--- config.mk ---
export PLATFORM = sky130hd
export DESIGN_NAME = cla_serial_sequencer
export DESIGN_NICKNAME = d
export VERILOG_FILES = /design/src/rtl/cla_serial_sequencer.sv
export SDC_FILE = /design/constraint.sdc
export NUM_CORES = 1
export LEC_CHECK = 0
export CAP_MARGIN = 20
export CORE_MARGIN = 10
export CORE_UTILIZATION = 35
export DETAILED_ROUTE_END_ITERATION = 7
export SLEW_MARGIN = 30
export SYNTH_ARGS = -nofsm -noshare
export SYNTH_HDL_FRONTEND = slang
export SYNTH_HIERARCHICAL = 1
export SYNTH_SLANG_ARGS = --single-unit
--- constraint.sdc ---
create_clock -name clk -period 2.9 [get_ports clk]
set_input_delay 0.58 -clock clk [delete_from_list [all_inputs] [get_ports clk]]
set_output_delay 0.58 -clock clk [all_outputs]
set_load 0.03 [all_outputs]
--- src/rtl/cla_serial_sequencer.sv ---
`default_nettype none
// ============================================================================
//  Module   : cla_decomposed / cla_serial_sequencer
//  Brief    : NBIT-wide carry-lookahead slice, split into a nonlinear
//             product-term bus and a linear XOR stage. A word-serial
//             controller runs that one slice over WIDTH/NBIT beats, LSB
//             slice first, and keeps the inter-beat carry in a register.
//  Revision : 1.0  initial release
// ============================================================================

module cla_decomposed #(
  parameter int NBIT = 4,
  parameter int NNL  = 56
) (
  input  logic [NBIT-1:0] a,
  input  logic [NBIT-1:0] b,
  input  logic            c_in,
  output logic [NBIT-1:0] s,
  output logic            c_out
);

  // Row i of the nonlinear bus holds the i+2 product terms of carry i+1.
  // The rows are packed as a triangle, so row i starts at i*(i+3)/2.
  localparam int NL_USED = NBIT * (NBIT + 3) / 2;

  if (NNL < NL_USED) begin : g_nnl_check
    $error("cla_decomposed: NNL is too small for NBIT");
  end

  logic [NBIT-1:0]    w_g;
  logic [NBIT-1:0]    w_p;
  logic [NL_USED-1:0] w_nl;
  logic [NBIT:0]      w_c;

  assign w_g    = a & b;
  assign w_p    = a ^ b;
  assign w_c[0] = c_in;

  for (genvar i = 0; i < NBIT; i++) begin : g_carry
    localparam int OFF = i * (i + 3) / 2;
    // Term 0: the carry-in propagated through every bit 0..i.
    assign w_nl[OFF] = (&w_p[i:0]) & c_in;
    // Terms 1..i: the generate of bit k-1 propagated through bits k..i.
    for (genvar k = 1; k <= i; k++) begin : g_term
      assign w_nl[OFF+k] = (&w_p[i:k]) & w_g[k-1];
    end
    // Last term: bit i generates its own carry.
    assign w_nl[OFF+i+1] = w_g[i];
    assign w_c[i+1]      = |w_nl[OFF +: i+2];
  end

  assign s     = w_p ^ w_c[NBIT-1:0];
  assign c_out = w_c[NBIT];

endmodule

module cla_serial_sequencer #(
  parameter int NBIT  = 4,
  parameter int NNL   = 56,
  parameter int WIDTH = 16
) (
  input  logic             clk,
  input  logic             rst_n,
  input  logic             in_valid,
  output logic             in_ready,
  input  logic [WIDTH-1:0] a,
  input  logic [WIDTH-1:0] b,
  input  logic             c_in,
  output logic             out_valid,
  input  logic             out_ready,
  output logic [WIDTH-1:0] s,
  output logic             c_out,
  output logic             busy
);

  localparam int NBEAT = WIDTH / NBIT;
  localparam int BW    = (NBEAT > 1) ? $clog2(NBEAT) : 1;
  localparam logic [BW-1:0] LAST_BEAT = BW'(NBEAT - 1);

  if ((WIDTH % NBIT) != 0 || NBEAT < 1) begin : g_width_check
    $error("cla_serial_sequencer: WIDTH must be a positive multiple of NBIT");
  end

  typedef enum logic [1:0] {
    S_IDLE = 2'd0,
    S_RUN  = 2'd1,
    S_DONE = 2'd2
  } state_t;

  state_t           r_state;
  state_t           w_state_nxt;
  logic             w_accept;
  logic             w_last;
  logic [BW-1:0]    r_beat;
  logic             r_carry;
  logic [WIDTH-1:0] r_a_sh;
  logic [WIDTH-1:0] r_b_sh;
  logic [WIDTH-1:0] r_s;
  logic             r_c_out;
  logic [NBIT-1:0]  w_add_s;
  logic             w_add_co;

  // The only adder: always fed the low slice of the shift registers and
  // the carry register, never the carry-in port.
  cla_decomposed #(
    .NBIT (NBIT),
    .NNL  (NNL)
  ) u_cla (
    .a     (r_a_sh[NBIT-1:0]),
    .b     (r_b_sh[NBIT-1:0]),
    .c_in  (r_carry),
    .s     (w_add_s),
    .c_out (w_add_co)
  );

  // State register; reset aborts any operation in flight.
  always_ff @(posedge clk) begin
    if (!rst_n) r_state <= S_IDLE;
    else        r_state <= w_state_nxt;
  end

  // Next-state and handshake outputs.
  always_comb begin
    w_state_nxt = r_state;
    in_ready    = 1'b0;
    out_valid   = 1'b0;
    busy        = 1'b0;
    w_accept    = 1'b0;
    w_last      = 1'b0;
    case (r_state)
      S_IDLE: begin
        in_ready = rst_n;
        w_accept = in_valid & rst_n;
        if (w_accept) w_state_nxt = S_RUN;
      end
      S_RUN: begin
        busy   = 1'b1;
        w_last = (r_beat == LAST_BEAT);
        if (w_last) w_state_nxt = S_DONE;
      end
      S_DONE: begin
        busy      = 1'b1;
        out_valid = 1'b1;
        if (out_ready) w_state_nxt = S_IDLE;
      end
      default: w_state_nxt = S_IDLE;
    endcase
  end

  // Operand capture, per-beat slice write-back and carry chaining.
  always_ff @(posedge clk) begin
    if (!rst_n) begin
      r_beat  <= '0;
      r_carry <= 1'b0;
      r_a_sh  <= '0;
      r_b_sh  <= '0;
      r_s     <= '0;
      r_c_out <= 1'b0;
    end else if (w_accept) begin
      r_a_sh  <= a;
      r_b_sh  <= b;
      r_carry <= c_in;
      r_beat  <= '0;
    end else if (r_state == S_RUN) begin
      r_s[r_beat*NBIT +: NBIT] <= w_add_s;
      r_carry                  <= w_add_co;
      r_a_sh                   <= r_a_sh >> NBIT;
      r_b_sh                   <= r_b_sh >> NBIT;
      // The counter stops on the last beat so it never wraps.
      if (w_last) r_c_out <= w_add_co;
      else        r_beat  <= r_beat + 1'b1;
    end
  end

  assign s     = r_s;
  assign c_out = r_c_out;

endmodule

`default_nettype wire

* Word level (Yosys, flattened, before mapping)
Index checks and enable logic that the tools add are counted.
Word-level totals: flip-flop bits (word level) 54, latch bits 0, bits in writable memories 0, ROM bits 0, input port bits 37, output and inout bits 20, word-level logic and storage cells 68, memories kept 0
Operators by class: $add $sub $neg 2, $mul 0, div/mod/pow operators 0, magnitude comparators 0, equal/unequal tests 6, shift operators 2, mux-type cells 16, bitwise logic cells 17, reductions and logical operators 18
Operator list (number):
- $mux 16 | 4
- $neg 4->34 | 1
- $shift 4x34->16 const A | 1
- $shiftx 4x34->16 | 1
- $bwmux 16 | 1
- $reduce_and 3->1 | 4
- $and 1x1->1 | 11
- $reduce_and 2->1 | 5
- $xor 4x4->4 | 2
- $mux 1 | 7
- $mux 2 | 3
- $ne 2x2->1 const B | 3
- $pmux 2 s3 | 1
- $reduce_or 2->1 | 3
- $reduce_or 5->1 | 1
- $and 4x4->4 | 1
- $eq 2x2->1 const B | 2
- $reduce_and 4->1 | 1
- $reduce_or 4->1 | 1
- $not 1->1 | 3
- $reduce_or 3->1 | 1
- $add 2x1->2 const B | 1
- $eq 2x1->1 const B | 1
- $logic_not 2->1 | 1
- $reduce_bool 2->1 | 1

* Depth between registers and ports, before layout
Gate-level depths: netlist of the first run.
depth in word-level cells 7, gate-level depth with buffers 8, depth with buffers taken out 7

* Hierarchy
The synthesis of the first run kept the hierarchy.
By module, submodules not included:
- cla_serial_sequencer | times used 1, cells each 264, area an instance 2544.9 um^2, sequential area each 1081.0 um^2
- cla_decomposed | times used 1, cells each 17, area an instance 147.6 um^2, sequential area each 0.0 um^2

* Worst setup path after synthesis of the first run
Ideal clock, no wire load.
path type input to output, start in rst_n, end out in_ready, data arrival time 1.402 ns, required time 2.320 ns, slack 0.918 ns, cell stages on the path 3, buffers on the path 2, cells stage by stage clkbuf_1 clkbuf_1 and2_1
On the way: longest elaborated chain between the ends 1
RTL lines:
- start: declaration | line 63 | input logic rst_n,
- $mux 1 | line 130 | case (r_state)
- end: declaration | line 65 | output logic in_ready,
No other way between the ends.

* Worst setup path after layout of the first run
start reg r_state[0], end out in_ready
On the way: longest elaborated chain between the ends 2
RTL lines:
- start: declaration | line 90 | state_t r_state;
- start signal: assignment | line 119 | else r_state <= w_state_nxt;
- $logic_not 2->1 | line 130
- $mux 1 | line 130
No other way between the ends.

==> results.md, run 1 <==
- Dividing total power by cell area gives a power density of 687.3 nW/um^2.
- After detailed routing, the number of remaining DRC violations is 0.
- The post-layout total power is 2.339 mW.
- The number of global-route vias before repair is just over 2,000.
- The routability congestion estimate is roughly 0.75.
- In this run the number of H-tree levels came out at 2.
- The number of nets handed over by synthesis was 333.
- The number of DRC markers after the initial detailed-route iteration is between 70 and 80.
- Buffers inserted during clock tree synthesis total 5.
- The worst path buffer plus inverter count is 2.
- The min-delay analysis places its worst path in the category register to register.
- The leakage component of the power is around 1.5 nW.
- The mean cell area of the mapped netlist is approximately 9.6 um^2.
- The data arrival at the endpoint of the critical path is 1.76 ns.
- The core area is around 7400 um^2.
- On the worst path, the slowest cell contributes a delay of roughly 0.67 ns.
- The routed layout has 2,056 vias.
- The headroom to the max-slew limit is about three fifths.
- The cell count after synthesis is around 280.
- Before antenna repair, the detailed router went through 4 iterations.
- The share of synthesized area in the top cell type comes to roughly 40%.
- The number of buffers inserted to repair setup after CTS is 0.
- The startpoint identified for the worst register-to-register timing path is r_beat[0].
- The setup TNS after final layout is 0 ns.
- The worst setup path is captured at a primary output.
- The number of gates resized after CTS was 0.
- Clock skew on the completed layout was measured at around 0.0093 ns.
- Walking the worst path, the cells encountered are inv_1 -> ha_1 -> and2_1 -> clkdlybuf4s50_1.
- After synthesis, the most frequently instantiated cells are 54 x dfxtp_1, 52 x nand2_1, 29 x mux2i_1, 25 x o211a_1.
- The hold path startpoint is s[10].
- The final worst hold slack is 0.4626 ns.
- Setup violations remaining at the end of the flow were counted as 0.
- The worst setup timing slack at the placement stage is between 0.8 and 0.9 ns.
- The non-filler instance count after layout is about 430.
- The detail route stage leaves a number of antenna-violating nets equal to 0.
- In the final design database the tool counted 379 nets.
- Across all setup checks in the final design, the least slack found is between 0.5 and 0.6 ns.
- The port buffer count is 56.
- The most instantiated library cell after synthesis is dfxtp_1.
- STA classifies the critical path startpoint as a register.
- The most instantiated flip-flop cell in the synthesis netlist is dfxtp_1.
- Data on the critical path is required at its endpoint by around 2.3 ns.
- Counting flops and latches in the post-synthesis netlist gives 54.
- The worst hold path was traced through 2 stages.
- After clock tree synthesis, the clock-pin slew on the worst setup and hold paths is 0.09 ns.
- The timing-limited maximum frequency is ~430 MHz.
- The worst-path maximum fanout is 4.
- The average detailed-routed wire length per instance is between 10 and 15 um.
- The floorplan die height is ~110 um.
- The first-pass GRT wire length is roughly 10,000 um.
- The number of max-slew violations in the final report is 0.
- In this run, post-CTS hold repair placed 0 buffers.
- No sink is reached through more buffers than the 2 on the longest clock path.
- For this run, the share of the core covered by cells in the final layout is 46.18%.
- The switching power is around 0.84 mW.
- The hold violation total from the final report is 0.
- IR analysis of the VDD net gives a maximum drop of around 0.27 mV.
- The initial antenna violation count is 0.
- The sequential element share of the synthesized area is approximately 40%.
- In this run the critical register-to-register path is captured at s[10].
- The flow ran to the end, and the final reports show no timing, DRC or antenna violations.
- After legalization and detailed placement, the total HPWL measured roughly 4400 um.
- between 50 and 60 I/O pins were placed.
- The net switching fraction of the power is a little over a third.
- Clock latency on the worst-skew pair, taken at its later pin, is around 0.30 ns.
- For this run, the total global-route usage over all layers was measured as a little over a tenth.
- The number of placement rows is 31.
- Of the total power, combinational logic draws 41.0%.
- The slew of the pin with the lowest slew margin is approximately 0.6 ns.
- On the critical path the largest part of the delay comes from buffers and inverters.
- Subtracting the final worst setup slack from the clock period gives ~2.3 ns.
- The number of clock sinks seen by CTS is 54.
- Counting cells, the worst reg-to-reg path comes to 5.
- After detailed routing, the number of vias per cell comes to just under 5.
- The routed wire length is 6099 um.
- The count of flip-flops with a built-in enable after synthesis is 0.
- The warning count from the yosys run is 6.
- Yosys attributes the largest share of cell area to dfxtp_1 40%, mux2i_1 11%, o211a_1 9.3%.
- The max-cap check violation count is 0.
- The fraction of final layout cells with drive strength greater than 1 is under 10%.
- Across all register-to-register paths, the minimum setup slack is 0.79 ns.
- The placed standard-cell area is roughly 3300 um^2.
- Setup repair after global routing left no endpoint under its margin.
- Of all flip-flops after synthesis, the portion carrying an async set or reset was 0%.
- The worst-case hold path end point is s[10].
- The dominant cell type by area after synthesis is dfxtp_1.
- In this run the cell area of the synthesized design comes to around 2700 um^2.
- The layout overhead on the synthesized area is 26.39%.
- The internal power of the cells totals around 1.5 mW.
- The number of placed instances, taps included, is 419.
- The initial utilization of the core area, before any placement, comes to ~37%.
- The synthesized netlist contains 34 unique library cells.
- The clock tree root driver cell is clkbuf_8.
- The fraction of power consumed by sequential logic is roughly two fifths.
- The remaining global-route overflow is 0.
- In this run the number of cells on the critical path is 4.
- Among all stages on the critical path, the largest delay is contributed by clkdlybuf4s50_1.
- After layout, the worst path uses 80.74% of the clock period.
- The floorplan step defined a die boundary enclosing roughly 12,000 um^2.
- TritonCTS built the clock tree.
- Entering global routing, the biggest net connects just over 60 pins.
- The clock network accounts for a little under a fifth of the total power.
- The repair_antennas step left the layout with diodes totalling 0.
- The die boundary width is around 110 um.
- The worst setup path is of the register to primary output kind.
- The cell area after layout is roughly 3400 um^2.
routing by layer:
| metal | vias to the layer above | routed length (um) | global-route usage [%] | part of all wire (%) |
|---|---|---|---|---|
| li1 | 1080 | - | - | - |
| met1 | 933 | 2835 | 12.94 | 46 |
| met2 | 39 | 2859 | 17.35 | 47 |
| met3 | 4 | 371 | 3.473 | 6.1 |
| met4 | 0 | 32 | 2.576 | 0.52 |
| met5 | - | 0 | 0 | 0 |
how the worst max path moves through the flow:
stage                    end  startpoint
CTS                 in_ready  r_state[1]
global route        in_ready  r_state[0]
floorplan           in_ready       rst_n
finish              in_ready  r_state[0]
global placement       c_out       rst_n
detailed placement     s[10]   r_beat[0]
state kept, by name (all words and copies together), names as in the netlist:
name / count
r_beat: 2
c_out: 1
r_carry: 1
r_b_sh: 16
s: 16
r_a_sh: 16
r_state: 2
kinds of logic after synthesis:
logic type                 count (synthesis)  share of synthesized area, %
and+or+nand+nor                           92                         17.52
AOI/OAI and AO/OA                         55                         17.98
DFF                                       54                         40.15
buffers and inverters                     32                         5.018
muxes                                     29                         10.78
adders and majority gates                 15                         7.249
xor gates and xnor gates                   4                         1.301
layout make-up:
class | instances | area (um^2)
Multi-Input combinational cell | 195 | 1484
Timing Repair Buffer | 59 | 578.1
Fill cell | 722 | 3966
Sequential cell | 54 | 1081
Clock buffer | 7 | 86.33
Clock inverter | 1 | 5.005
Inverter | 12 | 45.04
Tap cell | 99 | 123.9
power groups by stage:
stage | clock network (mW) | registers, mW | logic, mW
detailed placement | 0 | 0.965 | 0.966
global route | 0.484 | 0.966 | 1.07
finish | 0.432 | 0.947 | 0.960
floorplan | 0 | 0.952 | 0.740
global placement | 0 | 0.963 | 0.957
CTS | 0.452 | 0.949 | 0.971
placed cells by master (no fill, tap or decap), types with 6 or more instances in the layout:
cell / n
clkdlybuf4s50_1: 55
dfxtp_1: 54
nand2_1: 52
mux2i_1: 29
o211a_1: 25
a21boi_0: 14
ha_1: 13
inv_1: 12
nor2b_1: 11
nand3b_1: 10
a32oi_1: 7
clkbuf_8: 6
worst min-delay path, cell delays in order, from the launching register on:
cell and delay, ns:
dfxtp_1 0.32, nand2_1 0.05, a21boi_1 0.05
Note: power is estimated with default switching activity, not from simulation.
==> run 2, diff against run 1 <==
==> constraint.sdc (replaced) <==
create_clock -name clk -period 2.4 [get_ports clk]
set_input_delay 0.48 -clock clk [delete_from_list [all_inputs] [get_ports clk]]
set_output_delay 0.48 -clock clk [all_outputs]
set_load 0.03 [all_outputs]
==> run 2 against run 1 <==
Net effect:
- sequential share of layout area down 0.20 points
- utilization up 0.29 points
- critical endpoint is now busy
- largest cell class unchanged
- count of clock-buffer cells in the layout down 1
- clock skew down 0.0016 ns
- die area unchanged
- global-route usage down 0.28 points
==> results.md, run 2 (same netlist as run 1, synthesis figures left out) <==
- The run finished with clean final reports.
- The clock tree root driver cell is clkbuf_8.
- Data on the critical path arrives at its endpoint at roughly 1.7 ns.
- In the final layout, the share of cells above drive strength 1 is 5.775%.
- The pin count of the biggest net entering global routing is 61.
- The hold path depth is 2.
- Summing all multi-input logic gate instances after layout gives around 1500 um^2.
- The slew of the pin with the lowest slew margin is about 0.53 ns.
- Global routing used about a tenth of the available tracks.
- The die boundary width is around 110 um.
- The maximum ir drop on the vdd rail is 0.3062 mV.
- The number of nets in the layout is 380.
- Summing all flip-flop and latch instances after layout gives 1081 um^2.
- The worst stage delay on the critical path is around 0.66 ns.
- The setup TNS after final layout is 0 ns.
- The routability congestion estimate is just under 0.8.
- The number of max-slew violations in the final report is 0.
- The number of global-route vias before repair is 2,076.
- The floorplan die area is 11,600 um^2.
- The share of the clock period used by the worst path after layout is 91.05%.
- Relative to the synthesized area, the layout overhead comes to 27.18%.
- The kind of path behind the tightest hold check is register to register.
- The worst setup timing slack at the placement stage is roughly 0.44 ns.
- Clock-pin slew was measured on the worst setup and hold paths at around 0.10 ns.
- The post-CTS resize count is 0.
- In the layout the commonest cells are 54 x dfxtp_1, 54 x clkdlybuf4s50_1, 52 x nand2_1.
- The hold violation total from the final report is 0.
- Port buffering added 56 buffers.
- The headroom to the max-slew limit is 64.99%.
- The leakage component of the power is between 1.5 and 2 nW.
- The worst-case reg-to-reg path depth is 7.
- Counting the buffers created by CTS gives 5.
- The initial utilization of the core area, before any placement, comes to a little over a third.
- The data required time of the critical path is between 1.5 and 2 ns.
- Based on the critical path, the design can be clocked at up to approximately 460 MHz.
- Detailed placement finished with a half-perimeter wire length of 4476 um.
- The post-route antenna net violation count is 0.
- The worst-path maximum fanout is 3.
- The setup check on the worst reg-to-reg path leaves a slack of 0.41 ns.
- After detailed routing, the average wire length per cell comes to between 10 and 15 um.
- Counting along the longest clock path gives a buffer depth of 2.
- The worst setup path is captured at a primary output.
- In this run the core area contains 31 standard-cell rows.
- The first global-routing pass estimated approximately 10000 um of wire.
- TritonCTS built the clock tree.
- The filler cell count in the final layout is 730.
- The total setup violations reported at the end of the flow is 0.
- Setup repair after global routing left no endpoint under its margin.
- For this design, the slowest cell found on the critical path is clkdlybuf4s50_1.
- The H-tree depth reported by CTS is 2.
- The number of hold buffers added after CTS is 0.
- The critical path goes through inv_1 -> ha_1 -> clkdlybuf4s50_1.
- The non-filler instance count after layout is 428.
- The average vias per placed instance is approximately 4.9.
- The count of pins on the block boundary is between 50 and 60.
- The routed design could run at a clock period as short as 2.185 ns.
- The placed cell count is 420.
- The initial antenna violation count is 0.
- The number of setup buffers added after CTS is 0.
- The tool flagged a number of max-cap violations equal to 0.
- The total overflow left after global routing is 0.
- The critical path in this run is classified as register to primary output.
- The floorplan die height is 107.7 um.
- The clock skew is 0.007741 ns.
- The core area is about 7400 um^2.
- The detailed router finished its first iteration with 94 violations.
- The total power divided by cell area is roughly 830 nW/um^2.
- The nature of the critical path startpoint is a register.
- For this run, design rule violations remaining after detail routing come to 0.
- The worst setup margin is about 0.21 ns.
- The insertion delay to the later sink of the worst-skew pair is about 0.3 ns.
- The routed wire length is about 6100 um.
- 0 antenna diodes ended up in the layout.
- Across all hold checks on the routed design, the worst slack comes to ~0.45 ns.
- The number of clock sinks seen by CTS is 54.
- The total iterations of the first detailed-routing run is 4.
- The total via count in the routed design is 2,077.
[run 2: final cells by class]
| cell class | instances | share of cell area, % |
|---|---|---|
| sequential | 54 | 31.57 |
| clock inverter | 2 | 0.3654 |
| multi-input combinational | 195 | 43.33 |
| inverter | 12 | 1.315 |
| clock buffer | 6 | 2.411 |
| timing repair buffer | 60 | 17.39 |
| tap | 99 | 3.617 |
[run 2: power breakdown]
| part | total (mW) | internal (mW) | switching (mW) |
|---|---|---|---|
| Clock | 0.532 | 0.233 | 0.300 |
| Combinational | 1.19 | 0.546 | 0.644 |
| Sequential | 1.13 | 1.04 | 0.0869 |
| Total | 2.85 | 1.82 | 1.03 |
[run 2: stage by stage]
stage	util (%)	cell area (um^2)	total power, mW
4_1_cts	46.47	3425	2.886
6_report	46.47	3425	2.849
2_1_floorplan	-	2693	2.044
3_5_place_dp	45.18	3329	2.349
5_1_grt	46.47	3425	3.063
3_3_place_gp	45.18	3329	2.344
[run 2: path summary, 6_finish.rpt]
check,start,to
setup reg to reg,r_a_sh[0],s[10]
hold reg to reg,s[8],s[8]
setup / recovery,r_state[0],busy
hold / removal,s[8],s[8]
[run 2: per-layer routing]
metal  GRT usage [%]  wire length (um)  up-vias
li1                -                 -     1077
met1           12.70              2776      939
met2           16.65              2879       53
met3           3.293               353        8
met4           2.863                90        0
met5               0                 0        -
[run 2: worst max-delay path, delay by kind of cell, from the launching register on]
kind	cells	cell delay, ns
flops	1	0.37
fa+ha+maj	1	0.28
buf+inv	2	0.75
==> run 3, diff against run 2 <==
--- a/config.mk
+++ b/config.mk
@@ -12,5 +12,4 @@
 export SLEW_MARGIN = 30
 export SYNTH_ARGS = -nofsm -noshare
 export SYNTH_HDL_FRONTEND = slang
-export SYNTH_HIERARCHICAL = 1
 export SYNTH_SLANG_ARGS = --single-unit
==> run 3 against run 2 <==
Net effect:
- synthesized cell count decreased by 2.5%
- register-to-register slack about the same
- critical endpoint unchanged
- combinational power decreased by 49%
- first-iteration DRC count increased by 24%
==> results.md, run 3 <==
- The run finished with clean final reports.
- For this configuration, the core starts out at a cell density of 36.43%.
- The non-filler instance count after layout is between 400 and 500.
- The most frequent standard cell in the layout excluding fill and tap cells is clkdlybuf4s50_1.
- The total iterations of the first detailed-routing run is 5.
- No sink is reached through more buffers than the 2 on the longest clock path.
- Setup violations remaining at the end of the flow were counted as 0.
- In this run the power density over the cells is between 600 and 700 nW/um^2.
- The hold path depth is 2.
- The internal power consumption is around 1.5 mW.
- Relative to the synthesized area, the layout overhead comes to 30.80%.
- In this run the vertical extent of the chip is 104.6 um.
- The die is around 100 um wide.
- For this run, the slowest stage of the critical path takes around 0.67 ns.
- The timing-limited maximum frequency is around 470 MHz.
- Synthesis produced a netlist whose cell count is around 270.
- The clock network power share is roughly 24%.
- By area the synthesized netlist is led by dfxtp_1 43%, mux2i_1 9.2%, a211oi_1 7.2%.
- Setup total negative slack on the finished layout was measured at 0 ns.
- After detailed routing, the number of remaining DRC violations is 0.
- The first global-routing pass estimated 10,040 um of wire.
- Fill cells in the final layout number between 700 and 800.
- The hold violation total from the final report is 0.
- The clock edge transition at the registers on the reported setup and hold paths is roughly 0.1 ns.
- The tool flagged a number of max-cap violations equal to 0.
- The worst-case reg-to-reg path depth is 5.
- The final antenna diode count is 0.
- Counting I/O delays and the setup requirement, the final critical path takes 2.145 ns.
- The slew of the pin with the lowest slew margin is 0.4752 ns.
- The routed wire length is 6261 um.
- Entering global routing, the biggest net connects 60 pins.
- The worst-case IR drop observed on VDD is ~0.28 mV.
- The number of max-slew violations in the final report is 0.
- The area of the mapped netlist is approximately 2500 um^2.
- In this run the remaining antenna-violating nets after routing total 0.
- Setup repair after global routing left no endpoint under its margin.
- The placed cell count is 414.
- Dividing the detail-routed wire length by the instance count gives 14.84 um.
- The core area is just under 7000 um^2.
- In the final design database the tool counted approximately 380 nets.
- In this run, post-CTS hold repair placed 0 buffers.
- Across the routed clock network, the largest skew measured is a little over 0.009 ns.
- After detailed placement, the total cell area comes to 3178 um^2.
- The fraction of power consumed by sequential logic is between 40% and 50%.
- The proportion of synthesized flip-flops having asynchronous set or reset is 0%.
- The total routing resource utilization after global routing is 10.93%.
- Counting distinct cell types in the post-synthesis netlist gives 42.
- The kind of path behind the tightest hold check is register to register.
- Sorting the synthesized cells by how often they occur yields 54 x dfxtp_1, 36 x nor2_1, 24 x a211oi_1, 23 x mux2i_1, 17 x nand2_1.
- After layout, the worst path uses ~89% of the clock period.
- During placement, the flow inserted port buffers numbering between 50 and 60.
- The synthesized flop and latch total is 54.
- Dividing the detail-routed via count by the number of cells gives 5.078.
- Of all cell types, the one taking the most synthesized area is dfxtp_1.
- The die covers approximately 11,000 um^2.
- In the layout the commonest cells are 55 x clkdlybuf4s50_1, 54 x dfxtp_1, 36 x nor2_1.
- The register-to-register setup slack is 0.40 ns.
- At the worst endpoint, the required time is around 1.9 ns.
- The number of global-route vias before repair is roughly 2,100.
- The initial antenna violation count came to 0.
- The nature of the critical path startpoint is a register.
- The data arrival at the endpoint of the critical path is ~1.7 ns.
- The clock tree from TritonCTS is built.
- The post-route netlist has 6.135% of its cells at a drive strength greater than 1.
- The clock tree root driver cell is clkbuf_8.
- Sequential cells were found to cover roughly 43% of the synthesized design area.
- The number of clock buffers inserted by TritonCTS is 5.
- For this design the total switching power over the nets is 0.6756 mW.
- The number of DRC markers after the initial detailed-route iteration is 117.
- The HPWL after detailed placement is ~4600 um.
- The remaining global-route overflow is 0.
- The most instantiated flip-flop cell in the synthesis netlist is dfxtp_1.
- The slowest stage cell on the critical path is clkdlybuf4s50_1.
- The synthesized net count is approximately 330.
- Detailed routing inserted a total of 2,143 vias.
- The post-layout total power is roughly 2.2 mW.
- The clock tree synthesis step divided the H-tree into 2 levels.
- The worst setup path category is register to primary output.
- Among all cell types in the netlist, the one instantiated most often is dfxtp_1.
- The number of buffers inserted to repair setup after CTS is 0.
- In this run switching power makes up 31.26% of total power.
- STA classifies the critical path endpoint as a primary output.
- The cell area after layout is around 3300 um^2.
- The count of flip-flops with a built-in enable after synthesis is 0.
- The critical path goes through inv_1 -> ha_1 -> clkdlybuf4s50_1.
- The synthesized design devotes to its leading area cell type between 40% and 50% of total area.
- A synthesized cell averages 9.133 um^2.
- At the later pin of the worst-skew pair, clock insertion delay measures ~0.30 ns.
- The share of total power dissipated in combinational logic is about 28%.
- The number of clock sinks seen by CTS is 54.
- During synthesis, Yosys emitted a total of 0 warnings.
- 57 I/O pins were placed.
- The leakage component of the power is approximately 1.2 nW.
- The worst-path maximum fanout is 3.
- In this run the tightest slew margin relative to its limit is 68.08%.
- After clock tree synthesis, the repair step resized 0 gates.
- The routability congestion estimate is 0.8168.
- After floorplanning, the core was divided into 30 placement rows.
## run 3: cell types whose count changed in the layout (fill, tap and decap cells not counted), moves of 6 or more
cell | previous run | this run
nand2_1 | 52 | 17
nor2_1 | 2 | 36
o211a_1 | 25 | 0
a211oi_1 | 0 | 24
nand3_1 | 1 | 15
a21boi_0 | 14 | 1
a21oi_1 | 1 | 13
nand3b_1 | 10 | 0
nor2b_1 | 11 | 2
o21ai_0 | 0 | 8
a32oi_1 | 7 | 0
mux2i_1 | 29 | 23
## run 3: through the flow
stage          worst slack (ns)  hold slack, ns  util, %
6_report                 0.2554          0.4743    47.65
3_3_place_gp             0.4428          0.4566    46.27
3_5_place_dp             0.4338          0.4621    46.27
2_1_floorplan            0.6202          0.4476        -
5_1_grt                  0.1585          0.4919    47.65
4_1_cts                  0.2262          0.4764    47.65
## run 3: worst max-delay path, delay by kind of cell (launching register included)
kind	cells	cell delay, ns
buf+inv	2	0.75
flops	1	0.35
fa+ha+maj	1	0.28
## run 3: final cells by class
class	count	area, um^2	share of cell area [%]
repair buffers	61	620.6	18.96
flip-flops and latches	54	1081	33.03
multi-input cells	193	1319	40.29
clock inverters	2	12.51	0.3823
well taps	96	120.1	3.670
clock buffers	6	82.58	2.523
inverters	10	37.54	1.147
## run 3: power by group through the flow
| stage | Clock [mW] | Combinational, mW | Sequential (mW) |
|---|---|---|---|
| after floorplan | 0 | 0.416 | 1.04 |
| after global placement | 0 | 0.605 | 1.04 |
| after detailed placement | 0 | 0.610 | 1.05 |
| after CTS | 0.544 | 0.615 | 1.03 |
| after global routing | 0.569 | 0.669 | 1.04 |
| final | 0.525 | 0.609 | 1.03 |
## run 3: per-layer routing
| layer | up-vias | GRT usage, % | wire (um) |
|---|---|---|---|
| met3 | 5 | 2.334 | 271 |
| met5 | - | 0 | 0 |
| met1 | 996 | 13.95 | 2976 |
| li1 | 1094 | - | - |
| met2 | 48 | 17.46 | 2921 |
| met4 | 0 | 4.473 | 92 |
## run 3: kinds of logic (layout without fill, tap and decap cells)
family,Yosys count,count (layout),synth area share (%)
XOR/XNOR,2,2,0.7001
AO/OA/AOI/OAI,65,65,18.20
multiplexers,23,23,9.200
adder cells (fa/ha/maj),14,14,7.300
buffers and inverters,27,79,4.400
flip-flops,54,54,43.20
AND/OR/NAND/NOR,89,89,17.00
## run 3: worst paths after layout
check                                 from          to
worst max-delay path            r_state[0]        busy
worst min-delay path            r_a_sh[15]  r_a_sh[15]
worst max register to register   r_beat[0]        s[0]
worst min register to register  r_a_sh[15]  r_a_sh[15]
